**src/rtl/bin32_to_bcd8_pkg.sv**
```systemverilog
// Shared types and constants for the binary-to-BCD converter.
package bin32_to_bcd8_pkg;

  typedef enum logic [1:0] {
    ST_IDLE,
    ST_SHIFT,
    ST_DONE
  } state_t;

  localparam int unsigned NUM_BITS_DEF   = 32;
  localparam int unsigned NUM_DIGITS_DEF = 8;

  // ceil(nbits*log10(2)) with log10(2) ~ 0.30103, widened so at least one
  // digit always sits above the presented digits for the overflow test.
  function automatic int unsigned scratch_digits(input int unsigned nbits,
                                                 input int unsigned ndig);
    int unsigned d;
    d = (nbits * 30103 + 99999) / 100000;
    return (d > ndig) ? d : ndig + 1;
  endfunction

  localparam int unsigned SCR_DIGITS_DEF = scratch_digits(NUM_BITS_DEF, NUM_DIGITS_DEF);

endpackage

```
**src/rtl/bin32_to_bcd8_digit_adj.sv**
```systemverilog
// Double-dabble digit correction: add 3 to a BCD digit of 5 or more.
module bcd_digit_adj (
  input  logic [3:0] din,
  output logic [3:0] dout
);

  always_comb begin
    dout = (din >= 4'd5) ? din + 4'd3 : din;
  end

endmodule

```
**src/rtl/bin32_to_bcd8.sv**
```systemverilog
// Sequential double-dabble binary-to-BCD converter, one bit per cycle,
// saturating to all nines with an overflow flag.
module bin32_to_bcd8
  import bin32_to_bcd8_pkg::*;
#(
  parameter int unsigned NUM_BITS   = NUM_BITS_DEF,
  parameter int unsigned NUM_DIGITS = NUM_DIGITS_DEF
) (
  input  logic                    CLK,
  input  logic                    RST_N,
  input  logic                    start,
  input  logic [NUM_BITS-1:0]     bin,
  output logic                    busy,
  output logic                    done,
  output logic [4*NUM_DIGITS-1:0] bcd,
  output logic                    ovf
);

  localparam int unsigned SCR   = scratch_digits(NUM_BITS, NUM_DIGITS);
  localparam int unsigned CNT_W = $clog2(NUM_BITS + 1);

  state_t                  state, state_nxt;
  logic [NUM_BITS-1:0]     shreg, shreg_nxt;
  logic [4*SCR-1:0]        scratch, scratch_nxt, adj;
  logic [CNT_W-1:0]        cnt, cnt_nxt;
  logic                    busy_nxt, done_nxt, ovf_nxt;
  logic [4*NUM_DIGITS-1:0] bcd_nxt;
  logic                    upper_nz;

  for (genvar i = 0; i < SCR; i++) begin : g_adj
    bcd_digit_adj u_adj (
      .din  (scratch[4*i +: 4]),
      .dout (adj[4*i +: 4])
    );
  end

  assign upper_nz = |scratch[4*SCR-1:4*NUM_DIGITS];

  always_ff @(posedge CLK or negedge RST_N) begin
    if (!RST_N) begin
      state   <= ST_IDLE;
      shreg   <= '0;
      scratch <= '0;
      cnt     <= '0;
      busy    <= 1'b0;
      done    <= 1'b0;
      bcd     <= '0;
      ovf     <= 1'b0;
    end else begin
      state   <= state_nxt;
      shreg   <= shreg_nxt;
      scratch <= scratch_nxt;
      cnt     <= cnt_nxt;
      busy    <= busy_nxt;
      done    <= done_nxt;
      bcd     <= bcd_nxt;
      ovf     <= ovf_nxt;
    end
  end

  always_comb begin
    state_nxt   = state;
    shreg_nxt   = shreg;
    scratch_nxt = scratch;
    cnt_nxt     = cnt;
    busy_nxt    = busy;
    done_nxt    = 1'b0;
    bcd_nxt     = bcd;
    ovf_nxt     = ovf;
    unique case (state)
      ST_IDLE: begin
        if (start) begin
          shreg_nxt   = bin;
          scratch_nxt = '0;
          cnt_nxt     = '0;
          busy_nxt    = 1'b1;
          state_nxt   = ST_SHIFT;
        end
      end
      ST_SHIFT: begin
        {scratch_nxt, shreg_nxt} = {adj, shreg} << 1;
        cnt_nxt = cnt + 1'b1;
        if (cnt == CNT_W'(NUM_BITS - 1)) state_nxt = ST_DONE;
      end
      ST_DONE: begin
        if (upper_nz) begin
          bcd_nxt = {NUM_DIGITS{4'h9}};
          ovf_nxt = 1'b1;
        end else begin
          bcd_nxt = scratch[4*NUM_DIGITS-1:0];
          ovf_nxt = 1'b0;
        end
        done_nxt  = 1'b1;
        busy_nxt  = 1'b0;
        state_nxt = ST_IDLE;
      end
      default: state_nxt = ST_IDLE;
    endcase
  end

endmodule

```
**config.mk**
```make
export PLATFORM = sky130hd
export DESIGN_NAME = bin32_to_bcd8
export DESIGN_NICKNAME = d
export VERILOG_FILES = /design/src/rtl/bin32_to_bcd8_pkg.sv /design/src/rtl/bin32_to_bcd8_digit_adj.sv /design/src/rtl/bin32_to_bcd8.sv
export SDC_FILE = /design/constraint.sdc
export NUM_CORES = 1
export LEC_CHECK = 0
export BUFFER_PORTS_ARGS = -buffer_cell sky130_fd_sc_hd__buf_2
export CORE_ASPECT_RATIO = 1.1
export CORE_MARGIN = 2
export CORE_UTILIZATION = 50
export CTS_CLUSTER_SIZE = 28
export DETAILED_ROUTE_END_ITERATION = 8
export HOLD_SLACK_MARGIN = 0.1
export PLACE_DENSITY = 0.7
export SETUP_SLACK_MARGIN = 0.5
export SYNTH_ARGS = -nofsm -noshare
export SYNTH_HDL_FRONTEND = slang
export SYNTH_SLANG_ARGS = --single-unit
```
**constraint.sdc**
```tcl
create_clock -name CLK -period 2.1 [get_ports CLK]
set_input_delay 0.105 -clock CLK [delete_from_list [all_inputs] [get_ports CLK]]
set_output_delay 0.105 -clock CLK [all_outputs]
set_load 0.005 [all_outputs]
```
# --- Word level (Yosys, flattened, before mapping) ---
# Index checks and enable logic that the tools add are counted.
word_totals:
  ff_bits: 115
  inputBits: 35
  ramBits: 0
  mem_count: 0
  latch_bits: 0
  rom_bits: 0
classes:
  reduce_logical: 7
  muxes: 24
  n_lt_le_gt_ge: 10
  n_eq_ne: 5
  multipliers: 0
  n_addsub: 11
  div_mod_pow: 0
  shifts: 0
  bitwise_logic: 0
ops:
  columns: ["cell", "n"]
  rows:
  - ["40-bit case mux with 2 select lines", 1]
  - ["32-bit two-way mux", 2]
  - ["32-bit case mux with 2 select lines", 1]
  - ["4-bit by 3-bit >= comparator with 1-bit output (second input constant)", 10]
  - ["40-bit two-way mux", 1]
  - ["4-bit by 2-bit adder with 4-bit output (second input constant)", 9]
  - ["4-bit two-way mux", 9]
  - ["6-bit case mux with 2 select lines", 1]
  - ["8-bit OR reduction", 1]
  - ["6-bit by 1-bit adder with 6-bit output (second input constant)", 1]
  - ["6-bit by 5-bit equality test with 1-bit output (second input constant)", 1]
  - ["6-bit two-way mux", 1]
  - ["2-bit AND reduction", 3]
  - ["2-bit two-way mux", 2]
  - ["2-bit != test (second input constant)", 2]
  - ["2-bit case mux with 2 select lines", 1]
  - ["2-bit nonzero test", 2]
  - ["3-bit by 2-bit adder with 3-bit output (second input constant)", 1]
  - ["1-bit two-way mux", 3]
  - ["3-bit two-way mux", 1]
  - ["2-bit by 1-bit equality test with 1-bit output (second input constant)", 1]
  - ["2-bit equality test (second input constant)", 1]
  - ["2-bit zero test", 1]
  - ["1-bit case mux with 2 select lines", 1]

# --- Depth between registers and ports, before layout ---
logic_depth:
  ltp_word: 3
  ltp_mapped: 7
  ltp_nobuf: 5

# --- Hierarchy ---
# Synthesis repeated with hierarchy kept, for this count alone.
unflattened:
  hier_cells: 663
  hier_area_um2: 5710.5
modules_own_cells:
  columns: ["module", "seq_area_each_um2", "area_per_inst_um2", "instances", "cells_per_inst"]
  rows:
  - ["bin32_to_bcd8", 2877.8, 4697.0, 1, 503]
  - ["bcd_digit_adj", 0.0, 101.3, 10, 16]

# --- Worst setup path before layout ---
# OpenSTA, ideal clock, no wires.
synth_timing:
  kind: "reg2reg"
  from: "register scratch[36]"
  to: "register bcd[19]"
  path_buffers: 2
  arrival_ps: 1348
  setup_slack_ps: 622
  period_less_slack_ps: 1478
  stages_incl_launch_ff: 8
  setup_ps: 130
  required_ps: 1970
  path_cell_list: "dfrtp_1 > inv_1 > ha_1 > nor4b_2 > and3_1 > buf_4 > buf_6 > a31oi_1"
synth_via:
  elab_chain_len: 2
synth_rtl:
  columns: ["element", "line", "text"]
  rows:
  - ["from (decl)", "bin32_to_bcd8.sv:24", "logic [4*SCR-1:0] scratch, scratch_nxt, adj;"]
  - ["from (signal assigned)", "bin32_to_bcd8.sv:52", "scratch <= scratch_nxt;"]
  - ["8-bit OR reduction", "bin32_to_bcd8.sv:37", "assign upper_nz = |scratch[4*SCR-1:4*NUM_DIGITS];"]
  - ["32-bit two-way mux", "bin32_to_bcd8.sv:86", "if (upper_nz) begin"]
  - ["to (signal assigned)", "bin32_to_bcd8.sv:56", "bcd <= bcd_nxt;"]
  - ["to (decl)", "bin32_to_bcd8.sv:15", "output logic [4*NUM_DIGITS-1:0] bcd,"]
# No other way between the ends.
# A chain may end at the register's enable or synchronous reset.

# --- Final worst setup path ---
layout_timing:
  from: "register scratch[16]"
  to: "register scratch[17]"
layout_via:
  elab_chain_len: 3
  word_cells_on_any_way: 4
  classes_between: "add/sub (1); order compare (1); mux (2)"
layout_rtl:
  columns: ["element", "line", "text"]
  rows:
  - ["4-bit by 2-bit adder with 4-bit output / 4-bit by 3-bit >= comparator with 1-bit output (equally long branches)", "bin32_to_bcd8_digit_adj.sv:8", "dout = (din >= 4'd5) ? din + 4'd3 : din;"]
  - ["4-bit two-way mux *", "bin32_to_bcd8_digit_adj.sv:8", null]
  - ["40-bit case mux with 2 select lines *", "bin32_to_bcd8.sv:70", "unique case (state)"]
# Every way passes the cells marked *; elsewhere a longest branch is shown, timed or not.

==> reports/qor.yml <==
cts_max_level: 4
antenna_found_initial: 0
rsz0062_at_grt: "true"
die_h_um: 115
status: "completed"
grt_pass1_vias: 4630
wl_um: 12900
rows: 40
place.gp.congestion: 0.875
crit_chain: "inv_1 -> ha_1 -> nor2b_1 -> o21a_1 -> o221ai_1"
hold_violations: 0
n_antenna_cell: 0
ioPinCount: 70
die_x_um: 105
syn_avg_cell_area_sq_um: 10.3
cp_top_family: "flip-flops"
final_common_cell: "dfrtp_1"
ys_types: 41
async_reset_ff_frac: 1.00
grtUsageTotal: 0.233
use_met3: 0.0615
nFillCells: 880
drt_iter0_drc: 238
skew_ns: 0.00901
synth_edf_count: 0
path_max_fanout: 4
endpoint_kind: "flip-flop"
root_buffer: "clkbuf_16"
power-per-cell-area_nw_per_um2: 1300
core_area_sq_um: 10900
max_freq_mhz: 641
reg2reg_setup_slack_ns: 0.54
synth-seq-area-share: 0.518
die_area_sq_um: 12000
syn_area_sq_um: 5560
arrival_ns: 1.83
firstDrtPassIters: 5
grt.met2_usage: 0.390
required_ns: 2.37
top_usage_layer: "met2"
area_delta_synth_final_pct: 26.6
grt_max_degree: 54
drv_slew: 0
grt.met1_usage: 0.286
hpwl_um: 8200
clkLatencyLatePin_ns: 0.42
finalSetupViolations: 0
syn_inst: 539
min_period_over_period: 0.742
port_buffers: 69
period_minus_slack_ns: 1.56
ir_drop_uv: 631
ys.flop_type: "dfrtp_1"
antenna_left: 0
total_leakage_power_nw: 3.09
nets: 705
clkSinkCount: 115
grt_pass1_wl_um: 22100
max_stage_delay_ns: 0.41
drive_gt1_frac: 0.214
path_buf_inv: 1
stdcell_area_sq_um: 7040
wl_per_cell_um: 16.0
worst-slew-pin-transition_ns: 0.449
hp-class: "input port to asynchronous set/reset pin"
max_slew_margin: 0.701
path_class: "flip-flop to flip-flop"
drc: 0
clkTransAtPathRegs_ns: 0.05
tns_ns: 0
critPathLaunchType: "flip-flop"
vias: 4590
maxCapViolations: 0
cts.path.max_buffers: 2
placedInstanceArea_sq_um: 6050
layout_common_cells: "dfrtp_1 (114), nor2_1 (77), buf_2 (68)"
ys_ff_latch: 115
start_util: 0.512
via_per_inst: 5.69
slowest_stage: "dfrtp_1"
syn-num-nets: 597
cts_buffers: 17
cts_tree: "built"
synth_warnings: 0
grt_overflow: 0
[Yosys cell counts, drive strengths merged (2+ instances only)]
library cell	instances	area [sq um]
a21oi	2	10.0
a22o	2	17.5
a31oi	16	100
a32o	10	100
buf	28	184
clkbuf	6	22.5
dfrtp	115	2880
ha	23	288
inv	43	161
nand2	46	173
nand2b	2	12.5
nand3	5	30.0
nor2	77	289
nor2b	12	75.1
nor3b	2	15.0
o2111ai	20	175
o21a	10	75.1
o21ai	14	70.1
o221ai	10	87.6
o22ai	31	194
o311ai	11	96.3
o31ai	27	270
o32ai	9	78.8
xnor2	9	78.8
[layer usage]
layer | vias up | part of all wire
li1 | 2180 | -
met1 | 2251 | 0.43
met2 | 134 | 0.49
met3 | 25 | 0.050
met4 | 0 | 0.022
met5 | - | 0
[worst reg2reg max path, stage by stage, from the launching register on]
cell,delay [ns]
dfrtp_1,0.41
inv_1,0.17
ha_1,0.24
nor2b_1,0.25
o21a_1,0.20
o221ai_1,0.14
[final timing paths]
kind                          endpoint   startpoint  cells after the start
setup / recovery           scratch[17]  scratch[16]                      5
hold / removal                 bcd[13]        RST_N                      2
setup reg to reg           scratch[17]  scratch[16]                      5
hold reg to reg                 bcd[1]       bcd[1]                      2
max in group asynchronous     state[0]        RST_N                      3
min in group CLK             shreg[30]      bin[30]                      4
[logic make-up (layout without fill, tap and decap cells)]
| logic type | after synthesis | in the layout | synth area share |
|---|---|---|---|
| adders and majority gates | 23 | 23 | 0.0518 |
| AOI/OAI and AO/OA | 166 | 166 | 0.235 |
| xor gates and xnor gates | 10 | 10 | 0.0158 |
| DFF | 115 | 115 | 0.518 |
| and+or+nand+nor | 148 | 148 | 0.113 |
| buffers and inverters | 77 | 198 | 0.0662 |
[registers in the layout, summed over array words and instances, names as in the netlist]
register  cells
bcd          32
state         2
ovf           1
scratch      40
shreg        32
done          1
busy          1
cnt           6
[final cells by class]
type / instances / area [sq um] / area share
Clock buffer: 22 / 454 / 0.0645
Clock inverter: 10 / 109 / 0.0155
Inverter: 43 / 164 / 0.0233
Multi-Input combinational cell: 347 / 2360 / 0.335
Sequential cell: 115 / 2880 / 0.409
Tap cell: 147 / 184 / 0.0261
Timing Repair Buffer: 123 / 891 / 0.127
[power by group]
group | internal, W | total [W] | leakage, nW | switching (W)
clock | 0.00176 | 0.00278 | 0.274 | 0.00102
sequential | 0.00286 | 0.00334 | 1.37 | 0.000486
combinational | 0.00134 | 0.00300 | 1.44 | 0.00166
[per-stage QoR]
step	total power [W]	cells	worst slack, ns	util	hold slack (ns)
2_1_floorplan	0.00536	539	0.622	-	-0.191
6_report	0.00912	807	0.541	0.648	0.179
4_1_cts	0.00905	804	0.487	0.643	0.186
3_3_place_gp	0.00597	737	0.326	0.557	0.0867
5_1_grt	0.00971	807	0.498	0.648	0.215
3_5_place_dp	0.00614	737	0.248	0.557	0.0883
[what timing repair did]
item                                    CTS  global route
setup buffers                             1             3
endpoints found under the setup margin   27            65
cloned                                    0             0
gates resized for setup                   6            19
hold endpoints to repair                148             0
pin swaps                                 1             1
hold buffers                             34             0
(Power assumes the default switching activity.)
